[src/rtl/jpeg_bit_unpacker_if.sv]
// Byte-in / bit-out stream bundle between the scan byte source, the unpacker
// and the downstream Huffman decoder.
interface jpeg_bit_unpacker_if;
    logic [7:0] byte_in;
    logic       byte_valid;
    logic       byte_ready;
    logic       out_ready;
    logic       bit_out;
    logic       bit_valid;
    logic       marker_found;
    logic [7:0] marker_code;

    modport master (
        output byte_in,
        output byte_valid,
        output out_ready,
        input  byte_ready,
        input  bit_out,
        input  bit_valid,
        input  marker_found,
        input  marker_code
    );

    modport slave (
        input  byte_in,
        input  byte_valid,
        input  out_ready,
        output byte_ready,
        output bit_out,
        output bit_valid,
        output marker_found,
        output marker_code
    );
endinterface

[src/rtl/jpeg_bit_unpacker.sv]
// JPEG entropy-coded segment front end: strips 0xFF00 stuffing and fill bytes,
// halts on markers and serialises data bytes MSB-first for the Huffman decoder.
module jpeg_bit_unpacker #(
    parameter bit FILL_SKIP = 1'b1
) (
    input  logic                 clk,
    input  logic                 rst,
    input  logic                 start,
    jpeg_bit_unpacker_if.slave   bus
);

    typedef enum logic [1:0] {
        FETCH   = 2'd0,
        SHIFT   = 2'd1,
        FF_HOLD = 2'd2,
        MARKER  = 2'd3
    } state_t;

    state_t     state;
    state_t     state_nxt;
    logic [7:0] shreg;
    logic [7:0] shreg_nxt;
    logic [2:0] cnt;
    logic [2:0] cnt_nxt;
    logic [7:0] code;
    logic [7:0] code_nxt;
    logic       byte_done;
    logic       byte_accept;

    // Last bit leaving this cycle lets the next byte in with no bubble.
    assign byte_done       = (state == SHIFT) && (cnt == 3'd7) && bus.out_ready;
    assign bus.byte_ready  = (state == FETCH) || (state == FF_HOLD) || byte_done;
    assign byte_accept     = bus.byte_valid && bus.byte_ready;

    assign bus.bit_valid    = (state == SHIFT);
    assign bus.bit_out      = shreg[7];
    assign bus.marker_found = (state == MARKER);
    assign bus.marker_code  = code;

    always_ff @(posedge clk) begin
        if (rst || start) begin
            state <= FETCH;
            shreg <= 8'h00;
            cnt   <= 3'd0;
            code  <= 8'h00;
        end else begin
            state <= state_nxt;
            shreg <= shreg_nxt;
            cnt   <= cnt_nxt;
            code  <= code_nxt;
        end
    end

    always_comb begin
        state_nxt = state;
        shreg_nxt = shreg;
        cnt_nxt   = cnt;
        code_nxt  = code;
        case (state)
            FETCH: begin
                if (byte_accept) begin
                    if (bus.byte_in == 8'hFF) begin
                        state_nxt = FF_HOLD;
                    end else begin
                        shreg_nxt = bus.byte_in;
                        cnt_nxt   = 3'd0;
                        state_nxt = SHIFT;
                    end
                end
            end
            SHIFT: begin
                if (bus.out_ready) begin
                    shreg_nxt = {shreg[6:0], 1'b0};
                    cnt_nxt   = cnt + 3'd1;
                    if (cnt == 3'd7) begin
                        if (byte_accept) begin
                            if (bus.byte_in == 8'hFF) begin
                                state_nxt = FF_HOLD;
                            end else begin
                                shreg_nxt = bus.byte_in;
                                cnt_nxt   = 3'd0;
                                state_nxt = SHIFT;
                            end
                        end else begin
                            state_nxt = FETCH;
                        end
                    end
                end
            end
            FF_HOLD: begin
                // The held 0xFF is only emitted once the stuffing 0x00 confirms it is data.
                if (byte_accept) begin
                    if (bus.byte_in == 8'h00) begin
                        shreg_nxt = 8'hFF;
                        cnt_nxt   = 3'd0;
                        state_nxt = SHIFT;
                    end else if ((bus.byte_in == 8'hFF) && FILL_SKIP) begin
                        state_nxt = FF_HOLD;
                    end else begin
                        code_nxt  = bus.byte_in;
                        state_nxt = MARKER;
                    end
                end
            end
            MARKER: begin
                state_nxt = MARKER;
            end
            default: begin
                state_nxt = FETCH;
            end
        endcase
    end

endmodule
[src/flat_wrapper.sv]
// flat-port wrapper written by rule: the top's interface ports become plain ports
module jpeg_bit_unpacker_flat 
#(
    parameter bit FILL_SKIP = 1'b1
)
  (clk, rst, start, bus_byte_in, bus_byte_valid, bus_out_ready, bus_byte_ready, bus_bit_out, bus_bit_valid, bus_marker_found, bus_marker_code);
  jpeg_bit_unpacker_if bus_i ();
  input  logic clk;
  input  logic rst;
  input  logic start;
  input wire logic [$bits(bus_i.byte_in)-1:0] bus_byte_in;
  input wire logic [$bits(bus_i.byte_valid)-1:0] bus_byte_valid;
  input wire logic [$bits(bus_i.out_ready)-1:0] bus_out_ready;
  output wire logic [$bits(bus_i.byte_ready)-1:0] bus_byte_ready;
  output wire logic [$bits(bus_i.bit_out)-1:0] bus_bit_out;
  output wire logic [$bits(bus_i.bit_valid)-1:0] bus_bit_valid;
  output wire logic [$bits(bus_i.marker_found)-1:0] bus_marker_found;
  output wire logic [$bits(bus_i.marker_code)-1:0] bus_marker_code;
  assign bus_i.byte_in = bus_byte_in;
  assign bus_i.byte_valid = bus_byte_valid;
  assign bus_i.out_ready = bus_out_ready;
  assign bus_byte_ready = bus_i.byte_ready;
  assign bus_bit_out = bus_i.bit_out;
  assign bus_bit_valid = bus_i.bit_valid;
  assign bus_marker_found = bus_i.marker_found;
  assign bus_marker_code = bus_i.marker_code;
  jpeg_bit_unpacker #(.FILL_SKIP(FILL_SKIP)) u_core (.clk(clk), .rst(rst), .start(start), .bus(bus_i));
endmodule
[config.mk]
export PLATFORM = sky130hd
export DESIGN_NAME = jpeg_bit_unpacker_flat
export DESIGN_NICKNAME = d
export VERILOG_FILES = /design/src/rtl/jpeg_bit_unpacker_if.sv /design/src/rtl/jpeg_bit_unpacker.sv /design/src/flat_wrapper.sv
export SDC_FILE = /design/constraint.sdc
export NUM_CORES = 1
export LEC_CHECK = 0
export CORE_UTILIZATION = 30
export DETAILED_ROUTE_END_ITERATION = 8
export PLACE_DENSITY = 0.55
export SYNTH_ARGS = -nofsm -noshare
export SYNTH_HDL_FRONTEND = slang
export SYNTH_SLANG_ARGS = --single-unit
[constraint.sdc]
create_clock -name clk -period 1.9 [get_ports clk]
set_input_delay 0.38 -clock clk [delete_from_list [all_inputs] [get_ports clk]]
set_output_delay 0.38 -clock clk [all_outputs]
set_load 0.03 [all_outputs]
# Word-level counts from Yosys, hierarchy flattened
# Index checks and enable logic that the tools add are counted.
# op_classes
n_lt_le_gt_ge	0
addsub	1
n_shift	0
n_eq_ne	11
muxes	27
n_div	0
reduce_logical	12
mul	0
bitwise_logic	2
# op_table
cell	n
$mux 8	8
$mux 3	8
$pmux 8 s3	1
$mux 2	7
$pmux 3 s3	1
$eq 8x8->1 const B	1
$logic_not 8->1	1
$pmux 2 s4	1
$reduce_and 4->1	2
$ne 2x1->1 const B	3
$ne 2x2->1 const B	3
$reduce_and 6->1	1
$eq 2x2->1 const B	2
$add 3x1->3 const B	1
$eq 3x3->1 const B	1
$logic_and 1x1->1	3
$logic_or 1x1->1	3
$reduce_bool 3->1	1
$eq 2x1->1 const B	1
$logic_not 2->1	1
$not 1->1	2
$mux 1	1
# totals
ff_bits	21
memories	0
latch_bits	0
in_bits	13
romBits	0
wordCells	57
ram_bits	0

# Longest topological paths before layout
# Gate-level depths: netlist (run 1).
# logic_depth
depth_word	9
ltp_mapped	8
ltp_nobuf	6

# Least setup slack after synthesis (run 1)
# Ideal clock, no wire load.
# synth_timing
path_kind	reg2reg
from	reg u_core.state[1]
to	reg u_core.shreg[4]
setup_ps	133
arrival_ps	1809
stages_incl_launch_ff	7
t_required_ps	1767
path_slack_ps	-42
path_cell_list	dfxtp_1 -> inv_1 -> ha_1 -> a221oi_2 -> and3_1 -> buf_2 -> a311oi_1
# synth_between
elab_chain_len	9
elab_cells_between_ends	19
# synth_rtl
item	line_no	source
start: declaration	jpeg_bit_unpacker.sv:19	state_t state;
start signal: assignment	jpeg_bit_unpacker.sv:47	state <= state_nxt;
$eq 2x1->1 (*)	n/a	
net bus_bit_valid	flat_wrapper.sv:16	output wire logic [$bits(bus_i.bit_valid)-1:0] bus_bit_valid;
$logic_and 1x1->1 (2 in series)	jpeg_bit_unpacker.sv:31	assign byte_done = (state == SHIFT) && (cnt == 3'd7) && bus.out_ready;
$logic_or 1x1->1	jpeg_bit_unpacker.sv:32	assign bus.byte_ready = (state == FETCH) || (state == FF_HOLD) || byte_done;
$logic_and 1x1->1	jpeg_bit_unpacker.sv:33	assign byte_accept = bus.byte_valid && bus.byte_ready;
$mux 8	jpeg_bit_unpacker.sv:76	if (byte_accept) begin
$mux 8	jpeg_bit_unpacker.sv:75	if (cnt == 3'd7) begin
$mux 8	jpeg_bit_unpacker.sv:72	if (bus.out_ready) begin
$pmux 8 s3	jpeg_bit_unpacker.sv:59	case (state)
end signal: assignment	jpeg_bit_unpacker.sv:48	shreg <= shreg_nxt;
end: declaration	jpeg_bit_unpacker.sv:21	logic [7:0] shreg;
# Mark *: on every way through the listed nets, which the timed path passes. The rest lies on a longest branch. The select of a mux whose other input is x is not followed.
# A chain may end at the register's enable or synchronous reset.

# Worst setup path in the final report (run 1)
# layout_timing
from	in bus_byte_in[1]
to	reg u_core.shreg[0]
# layout_between
elab_chain_len	6
elab_cells_between_ends	10
# layout_rtl
item	line_no	source
start: declaration	flat_wrapper.sv:11	input wire logic [$bits(bus_i.byte_in)-1:0] bus_byte_in;
$eq 8x8->1	jpeg_bit_unpacker.sv:62, jpeg_bit_unpacker.sv:77	
$mux 8	jpeg_bit_unpacker.sv:77	if (bus.byte_in == 8'hFF) begin
$mux 8	jpeg_bit_unpacker.sv:76	
$mux 8	jpeg_bit_unpacker.sv:75	
$mux 8	jpeg_bit_unpacker.sv:72	
$pmux 8 s3	jpeg_bit_unpacker.sv:59	
# Parallel ways exist; a longest one is shown, timed or not. The select of a mux whose other input is x is not followed.

==> results of run 1 <==
==> worst max-delay path by stage <==
stage / to / slack (ns) / cells past startpoint
floorplan: u_core.shreg[1]$_SDFFE_PP0P_ / 0.04 / 6
global placement: u_core.shreg[7]$_SDFFE_PP0P_ / -0.47 / 5
detailed placement: u_core.shreg[6]$_SDFFE_PP0P_ / -0.50 / 5
CTS: u_core.shreg[0]$_SDFFE_PP0P_ / 0.01 / 6
global route: u_core.shreg[0]$_SDFFE_PP0P_ / 0.002 / 7
finish: u_core.shreg[0]$_SDFFE_PP0P_ / 0.08 / 6
==> cell families after synthesis <==
logic type / count (synthesis)
AO/OA/AOI/OAI: 55
adder cells (fa/ha/maj): 6
AND/OR/NAND/NOR: 40
flip-flops: 21
multiplexers: 3
buffers and inverters: 17
==> repair_timing <==
item	4_1_cts	5_1_grt
gates resized for setup	12	8
setup endpoints to repair	18	10
setup buffers	0	1
pin swaps	7	6
==> state kept, by name, indices dropped and copies added, names as in the netlist <==
register and count:
u_core.shreg 8, u_core.state 2, u_core.bus.marker_code 8, u_core.cnt 3
==> metal layers <==
layer  part of all wire [%]  track usage [%]  vias to the layer above
li1                       -                -                      630
met1                     47             20.7                      557
met2                     48             28.3                       26
met3                    3.9             1.90                        5
met4                    1.1             4.62                        0
met5                      0                0                        -
==> synthesized netlist by cell type (all sizes together) <==
cell type  count
and3           1
mux2i          3
and4           2
o21ai         17
o21a           1
or2            1
or4            2
o221a          2
a311oi         7
dfxtp         21
o21bai         1
a2bb2oi        1
o31ai          2
a31oi          8
nand3         11
clkbuf         5
a211oi         2
nor2           6
and2           1
a21oi          8
a221oi         2
o41ai          1
o211ai         1
nand4          8
a211o          1
nand2          7
nor2b          1
o211a          1
buf            6
inv            6
ha             6
==> report_power, final <==
| group | switching (mW) | internal (mW) | total (mW) | leakage (nW) |
|---|---|---|---|---|
| Combinational | 0.142 | 0.118 | 0.259 | 0.465 |
| Sequential | 0.0102 | 0.456 | 0.466 | 0.171 |
| Clock | 0.150 | 0.146 | 0.297 | 0.0255 |
==> metrics by stage <==
stage	worst slack (ns)	instances	cell area (sq um)	utilization [%]
floorplan	0.0362	142	1230	-
global placement	-0.473	225	1650	43.7
detailed placement	-0.502	225	1650	43.7
CTS	0.0127	229	1700	45.2
global route	0.00203	230	1730	46.0
finish	0.0791	230	1730	46.0
==> worst min-delay path, delay by kind of cell, from the launching register on <==
family,cells,cell delay (ns)
buffers and inverters,1,0.06
AOI/OAI and AO/OA,1,0.05
DFF,1,0.32
==> layout make-up <==
type                            count  area, sq um
Fill cell                         362         2040
Clock buffer                        3         41.3
Tap cell                           48         60.1
Timing Repair Buffer               47          412
Clock inverter                      1         5.00
Inverter                            6         22.5
Multi-Input combinational cell    104          768
Sequential cell                    21          424
==> flow_summary.yaml, run 1 <==
setup_path:
  cp_num_buf_inv: 2
  path_delay_family: "simple AND/OR/NAND/NOR gates"
  crit_fanout: 4
  rr_endpoint: "u_core.shreg[0]$_SDFFE_PP0P_"
  end_kind: "register"
  critPathLaunchType: "input port"
  reg2reg_from: "u_core.state[1]$_SDFFE_PP0P_"
  cp.required_ns: 2.08
  path_class: "in -> reg"
  critPathMaxStageDelay_ns: 0.58
  setup.worst_path.start: "bus_byte_in[1]"
  r2r_slack_ns: 0.12
  cp.arrival_ns: 2.00
  crit_slowest_cell: "or4_4"
  worstRegToRegCells: 7
  path_cells: "dlygate4sd2_1 > or4_4 > o31ai_4 > buf_4 > nand3_4 > a221oi_2"
die:
  io_pins: 25
  die_w_microns: 65.8
  start_util_pct: 32.4
  core.rowCount: 22
  dieArea_sq_mm: 0.00433
  coreArea_sq_mm: 0.00377
  die_h_microns: 65.8
hold_path:
  hp-class: "reg -> reg"
  min_to: "u_core.shreg[0]$_SDFFE_PP0P_"
  hold_depth: 2
  min-delay-start: "u_core.shreg[0]$_SDFFE_PP0P_"
layout:
  final_cell_mix: "buf_4, dfxtp_1, o21ai_0, clkdlybuf4s50_1, nand3_1"
  drive_gt1_share_pct: 24.7
  area_growth_pct: 41.9
  layout.nets: 202
  final_common_cell: "buf_4"
  n_antenna_cell: 0
sta:
  fmax_ghz: 0.549
  drv_slew: 0
  worstMarginPinSlew_ns: 0.369
  slew_headroom_pct: 75.3
  rsz0062_at_grt: "false"
  setup-tns-final_ns: 0
  skew_ns: 0.00300
  setup_viol: 0
  finalCriticalPeriod_ns: 1.82
  whs_ns: 0.473
  fin_crit_sh_pct: 95.8
  hold_violations: 0
clocking:
  cts.path.max_buffers: 2
  clock-sinks: 21
  clk_pin_slew_worst_paths_ns: 0.08
  cts-buffers-inserted: 3
  cts_hold_buffers: 0
  clkLatencyLatePin_ns: 0.26
  cts_tree: "built"
  htreeDepth: 1
  cts-root-buf: "clkbuf_8"
placement:
  gp_congestion: 0.763
  dp_hpwl_microns: 2510
  io_buffers: 24
synth:
  synth_fa_ha_area_share_pct: 6.15
  synth-compound-area-share_pct: 32.5
  synth_cell_types: 34
  synth_top_family_by_area: "compound AO/OA/AOI/OAI gates"
  synth_cells: 142
  ys_seq_elements: 21
  yosys.area.top_type: "dfxtp_1"
  synth_nets: 161
  synth-simple-area-share_pct: 19.0
  synth_seq_area_share_pct: 34.4
  yosys.area.top_type_share_pct: 34.4
  ys_warn_count: 0
  netlist_area_sq_mm: 0.00122
  yosys.area_share.xor_xnor_pct: 0
  synth.area.top_cells: "dfxtp_1, o21ai_0, ha_1"
  syn_avg_cell_area_sq_um: 8.60
  muxShareOfSynthArea_pct: 2.46
pwr:
  ir_worst_vdd_mv: 0.282
  cellPowerDensity_mw_per_mm2: 590
  leakagePower_nw: 0.661
  fin_total_pwr_mw: 1.02
global_routing:
  grt_pass1_vias: 1234
  grt_max_degree: 17
  grt_pass1_wl_microns: 5510
  grt_antenna_before_repair: 0
  grt_util_all_layers_pct: 16.2
  grt-ovfl-total: 0
drt:
  routed_wl_microns: 3370
  drc: 0
  ant_nets: 0
  vias: 1218
  dr.first_iter.drc_count: 30
  routedWlPerCell_microns: 14.7
  firstDrtPassIters: 4
  avgViaCountPerCell: 5.30
status:
  status: "finished, final reports clean"
run:
  maxCapViolations: 0
(Power assumes the default switching activity.)
==> run 2: changes to the inputs <==
- CORE_ASPECT_RATIO: unset -> 0.8
- SLEW_MARGIN: unset -> 20
==> run 2 against run 1 <==
Compared with the run above: total power is 2.1% higher; setup slack got worse by 0.0093 ns; sequential share of layout area down 1.2 points; non-clock buffer count rose by 6; clock-buffer cell count rose by 1; die area hardly changed; sequential power hardly changed; critical path type is now reg -> out; critical endpoint is now bus_byte_ready.
==> flow_summary.yaml, run 2 (synthesis gave the netlist of run 1 again) <==
status:
  status: "finished, final reports clean"
drt:
  ant_nets: 0
  routed_wl_microns: 3470
  dr.first_iter.drc_count: 77
  routedWlPerCell_microns: 14.3
  firstDrtPassIters: 4
  avgViaCountPerCell: 5.37
  vias: 1304
  drc: 0
setup_path:
  cp.required_ns: 1.52
  setup.worst_path.start: "u_core.state[1]$_SDFFE_PP0P_"
  crit_slowest_cell: "dfxtp_1"
  crit_fanout: 6
  end_kind: "output pin"
  cp_num_buf_inv: 3
  path_class: "reg -> out"
  cp.arrival_ns: 1.45
  critPathLaunchType: "register"
  path_delay_family: "buffers and inverters"
  critPathMaxStageDelay_ns: 0.38
  reg2reg_from: "u_core.state[1]$_SDFFE_PP0P_"
  path_cells: "inv_1 > ha_1 > buf_4 > nor2_2 > nand2_1 > buf_4"
  crit_top_cell: "buf_4"
hold_path:
  min-delay-start: "u_core.shreg[0]$_SDFFE_PP0P_"
  hp-class: "reg -> reg"
run:
  maxCapViolations: 0
die:
  die_h_microns: 59.1
  io_pins: 25
  start_util_pct: 31.7
  coreArea_sq_mm: 0.00385
  dieArea_sq_mm: 0.00433
  die_w_microns: 73.3
  core.rowCount: 20
clocking:
  clkLatencyLatePin_ns: 0.26
  cts_tree: "built"
  cts-root-buf: "clkbuf_8"
  htreeDepth: 1
  clock-sinks: 21
  clk_pin_slew_worst_paths_ns: 0.08
  cts.path.max_buffers: 2
  cts-buffers-inserted: 3
sta:
  skew_ns: 0.00229
  fin_crit_sh_pct: 96.3
  slew_headroom_pct: 75.2
  drv_slew: 0
  finalCriticalPeriod_ns: 1.83
  worstMarginPinSlew_ns: 0.371
  setup_viol: 0
  hold_violations: 0
  fmax_ghz: 0.546
global_routing:
  grt_max_degree: 17
  grt_antenna_before_repair: 0
  top_usage_layer: "met2"
  grt_pass1_vias: 1189
  use_met2_pct: 25.9
  grt_pass1_wl_microns: 5600
  met1_usage_pct: 23.4
  use_met3_pct: 4.59
  grt-ovfl-total: 0
  grt_util_all_layers_pct: 16.9
layout:
  fillers: 404
  final_cell_mix: "buf_4, dfxtp_1, o21ai_0, clkdlybuf4s50_1, nand3_1"
  layout.nets: 208
  drive_gt1_share_pct: 27.1
  n_antenna_cell: 0
  area_growth_pct: 47.6
  final_util_pct: 46.8
  final_common_cell: "buf_4"
placement:
  dp_hpwl_microns: 2670
  gp_congestion: 0.785
  io_buffers: 24
pwr:
  ir_worst_vdd_mv: 0.311
  intPower_uw: 738
  switching_power_uw: 306
  leakagePower_nw: 0.702
  pwr-share-clk_pct: 28.6
  combPwrFrac_pct: 26.9
  cellPowerDensity_mw_per_mm2: 579
  p_sw_share_pct: 29.3
  fin_total_pwr_mw: 1.04
  pwr-share-seq_pct: 44.6
## run 2: worst paths after layout
path                                   to  cells past startpoint  slack (ns)
min reg2reg  u_core.shreg[0]$_SDFFE_PP0P_                      2        0.47
min          u_core.shreg[0]$_SDFFE_PP0P_                      2        0.47
max reg2reg    u_core.cnt[0]$_SDFFE_PP0P_                      8        0.13
max                        bus_byte_ready                      6        0.07
## run 2: area by class of cell
cell class | instances | area (sq um) | share of cell area [%]
multi-input cells | 104 | 773 | 42.9
repair buffers | 53 | 473 | 26.2
flip-flops and latches | 21 | 420 | 23.3
well taps | 55 | 68.8 | 3.82
clock buffers | 4 | 45.0 | 2.50
inverters | 6 | 22.5 | 1.25
## run 2: routing by layer
| layer | wire length (microns) | part of all wire, % | vias to the layer above |
|---|---|---|---|
| met2 | 1550 | 45 | 38 |
| met5 | 0 | 0 | - |
| met3 | 122 | 3.5 | 4 |
| met4 | 23 | 0.66 | 0 |
| li1 | - | - | 646 |
| met1 | 1770 | 51 | 616 |
## run 2: per-stage QoR
stage,cells,setup TNS [ns],cell area [sq um],hold WS (ns),worst slack [ns]
after floorplan,142,0,1230,0.442,0.0362
after global placement,238,-6.46,1700,0.447,-0.426
after detailed placement,238,-7.29,1700,0.459,-0.502
after CTS,242,0,1760,0.477,0.00434
after global routing,243,-0.00898,1800,0.491,-0.00898
final,243,0,1800,0.470,0.0698
## run 2: worst min-delay path: cells and delay by family (launching register included)
kind / cells / cell delay [ns]
DFF: 1 / 0.31
buffers and inverters: 1 / 0.06
AOI/OAI and AO/OA: 1 / 0.05
## run 2: timing repair
item / in CTS / in global routing
hold buffers: 0 / 0
setup endpoints to repair: 19 / 14
buffers inserted: 0 / 1
hold endpoints to repair: 0 / 0
resized for setup: 11 / 8
pin swaps: 11 / 7
## run 2: power by group through the flow
stage / Combinational, mW / Sequential (mW) / Clock (mW)
after global routing: 0.301 / 0.467 / 0.325
after global placement: 0.257 / 0.475 / 0
after detailed placement: 0.260 / 0.475 / 0
after floorplan: 0.142 / 0.480 / 0
final: 0.280 / 0.465 / 0.298
after CTS: 0.262 / 0.465 / 0.304
==> run 3: changes to the inputs <==
- ABC_CLOCK_PERIOD_IN_PS: unset -> 1900
- CORE_UTILIZATION: 30 -> 45
- PLACE_DENSITY: 0.55 -> 0.76
==> run 3 against run 2 <==
Compared with the run above: clock-buffer cell count unchanged; register-to-register slack better by 0.02 ns; via count is 4.2% higher; utilization rose by 24 points; critical endpoint is now u_core.shreg[3]$_SDFFE_PP0P_; wire length up 6.0%; critical path depth unchanged; setup slack lost 0.029 ns; cell count down 7.8%; total power down 7.0%.
==> flow_summary.yaml, run 3 (synthesis gave the netlist of run 1 again) <==
layout:
  drive_gt1_share_pct: 28.2
  final_cell_mix: "buf_4, dfxtp_1, o21ai_0, clkdlybuf4s50_1, nand3_1"
  n_antenna_cell: 0
  final_common_cell: "buf_4"
  area_growth_pct: 45.3
  layout.nets: 208
hold_path:
  hp-class: "reg -> reg"
  hold_depth: 2
  min-delay-start: "u_core.cnt[2]$_SDFFE_PP0P_"
sta:
  fin_ws_ns: 0.0410
  drv_slew: 0
  fin_crit_sh_pct: 97.8
  finalCriticalPeriod_ns: 1.86
  skew_ns: 0.00369
  hold_violations: 0
  rsz0062_at_grt: "true"
  setup-tns-final_ns: 0
  fmax_ghz: 0.538
  worstMarginPinSlew_ns: 0.336
  setup_viol: 0
  slew_headroom_pct: 77.5
placement:
  place_ws_ns: -0.447
  io_buffers: 24
  gp_congestion: 0.951
  dp_hpwl_microns: 2760
drt:
  firstDrtPassIters: 4
  routed_wl_microns: 3680
  avgViaCountPerCell: 6.07
  routedWlPerCell_microns: 16.4
  dr.first_iter.drc_count: 85
  vias: 1359
  ant_nets: 0
  drc: 0
setup_path:
  path_class: "in -> reg"
  end_kind: "register"
  setup.worst_path.start: "bus_byte_in[7]"
  cp.required_ns: 2.09
  critPathLaunchType: "input port"
  worstRegToRegCells: 7
  crit_fanout: 8
  r2r_slack_ns: 0.15
  cp.arrival_ns: 2.05
  reg2reg_from: "u_core.state[1]$_SDFFE_PP0P_"
die:
  die_h_microns: 48.6
  die_w_microns: 60.2
  start_util_pct: 48.8
  core.rowCount: 16
  dieArea_sq_mm: 0.00293
  coreArea_sq_mm: 0.00250
  io_pins: 25
pwr:
  ir_worst_vdd_mv: 0.394
  cellPowerDensity_mw_per_mm2: 547
  leakagePower_nw: 0.702
  fin_total_pwr_uw: 971
global_routing:
  use_met3_pct: 6.15
  met1_usage_pct: 34.3
  grt_util_all_layers_pct: 25.9
  grt_antenna_before_repair: 0
  grt_pass1_vias: 1308
  top_usage_layer: "met2"
  grt-ovfl-total: 0
  grt_pass1_wl_microns: 5820
  grt_max_degree: 17
  use_met2_pct: 40.8
clocking:
  cts.path.max_buffers: 2
  cts-buffers-inserted: 3
  cts-root-buf: "clkbuf_4"
  htreeDepth: 1
  clkLatencyLatePin_ns: 0.31
  clk_pin_slew_worst_paths_ns: 0.11
  cts_hold_buffers: 0
  cts_tree: "built"
  clock-sinks: 21
run:
  maxCapViolations: 0
status:
  status: "finished, final reports clean"
## run 3: worst paths after layout
path / endpoint
worst max register to register: u_core.shreg[0]$_SDFFE_PP0P_
worst min-delay path: u_core.cnt[2]$_SDFFE_PP0P_
worst min register to register: u_core.cnt[2]$_SDFFE_PP0P_
worst max-delay path: u_core.shreg[3]$_SDFFE_PP0P_
## run 3: timing repair
| action | in CTS | in global routing |
|---|---|---|
| pin swaps | 5 | 5 |
| buffers inserted | 0 | 3 |
| endpoints found under the setup margin | 10 | 17 |
| resized for setup | 8 | 13 |
## run 3: cell type report
class	instances	area [sq um]
multi-input cells	104	778
well taps	36	45.0
inverters	6	22.5
repair buffers	53	479
clock buffers	4	26.3
flip-flops and latches	21	423
fillers	198	728
## run 3: critical path, cell delays in order
cell	delay, ns
clkdlybuf4s50_1	0.44
or4_4	0.48
buf_4	0.16
o41ai_2	0.20
and3_4	0.29
a311oi_1	0.10
## run 3: routing by layer
metal | vias to the layer above | share of wire [%]
met5 | - | 0
li1 | 649 | -
met1 | 649 | 43
met3 | 11 | 5.6
met4 | 0 | 2.0
met2 | 50 | 49
## run 3: through the flow
step                area [sq um]  std cells  hold WS (ns)  util, %
finish                      1770        224         0.490     70.9
global route                1770        224         0.502     70.9
CTS                         1700        221         0.491     68.0
detailed placement          1660        217         0.475     66.5
global placement            1660        217         0.448     66.5
floorplan                   1230        142         0.442        -
## run 3: where the power goes
group,switching (mW),internal [mW],total [mW]
Combinational,0.152,0.134,0.285
Sequential,0.00920,0.457,0.466
Clock,0.137,0.0822,0.219
Total,0.298,0.673,0.971
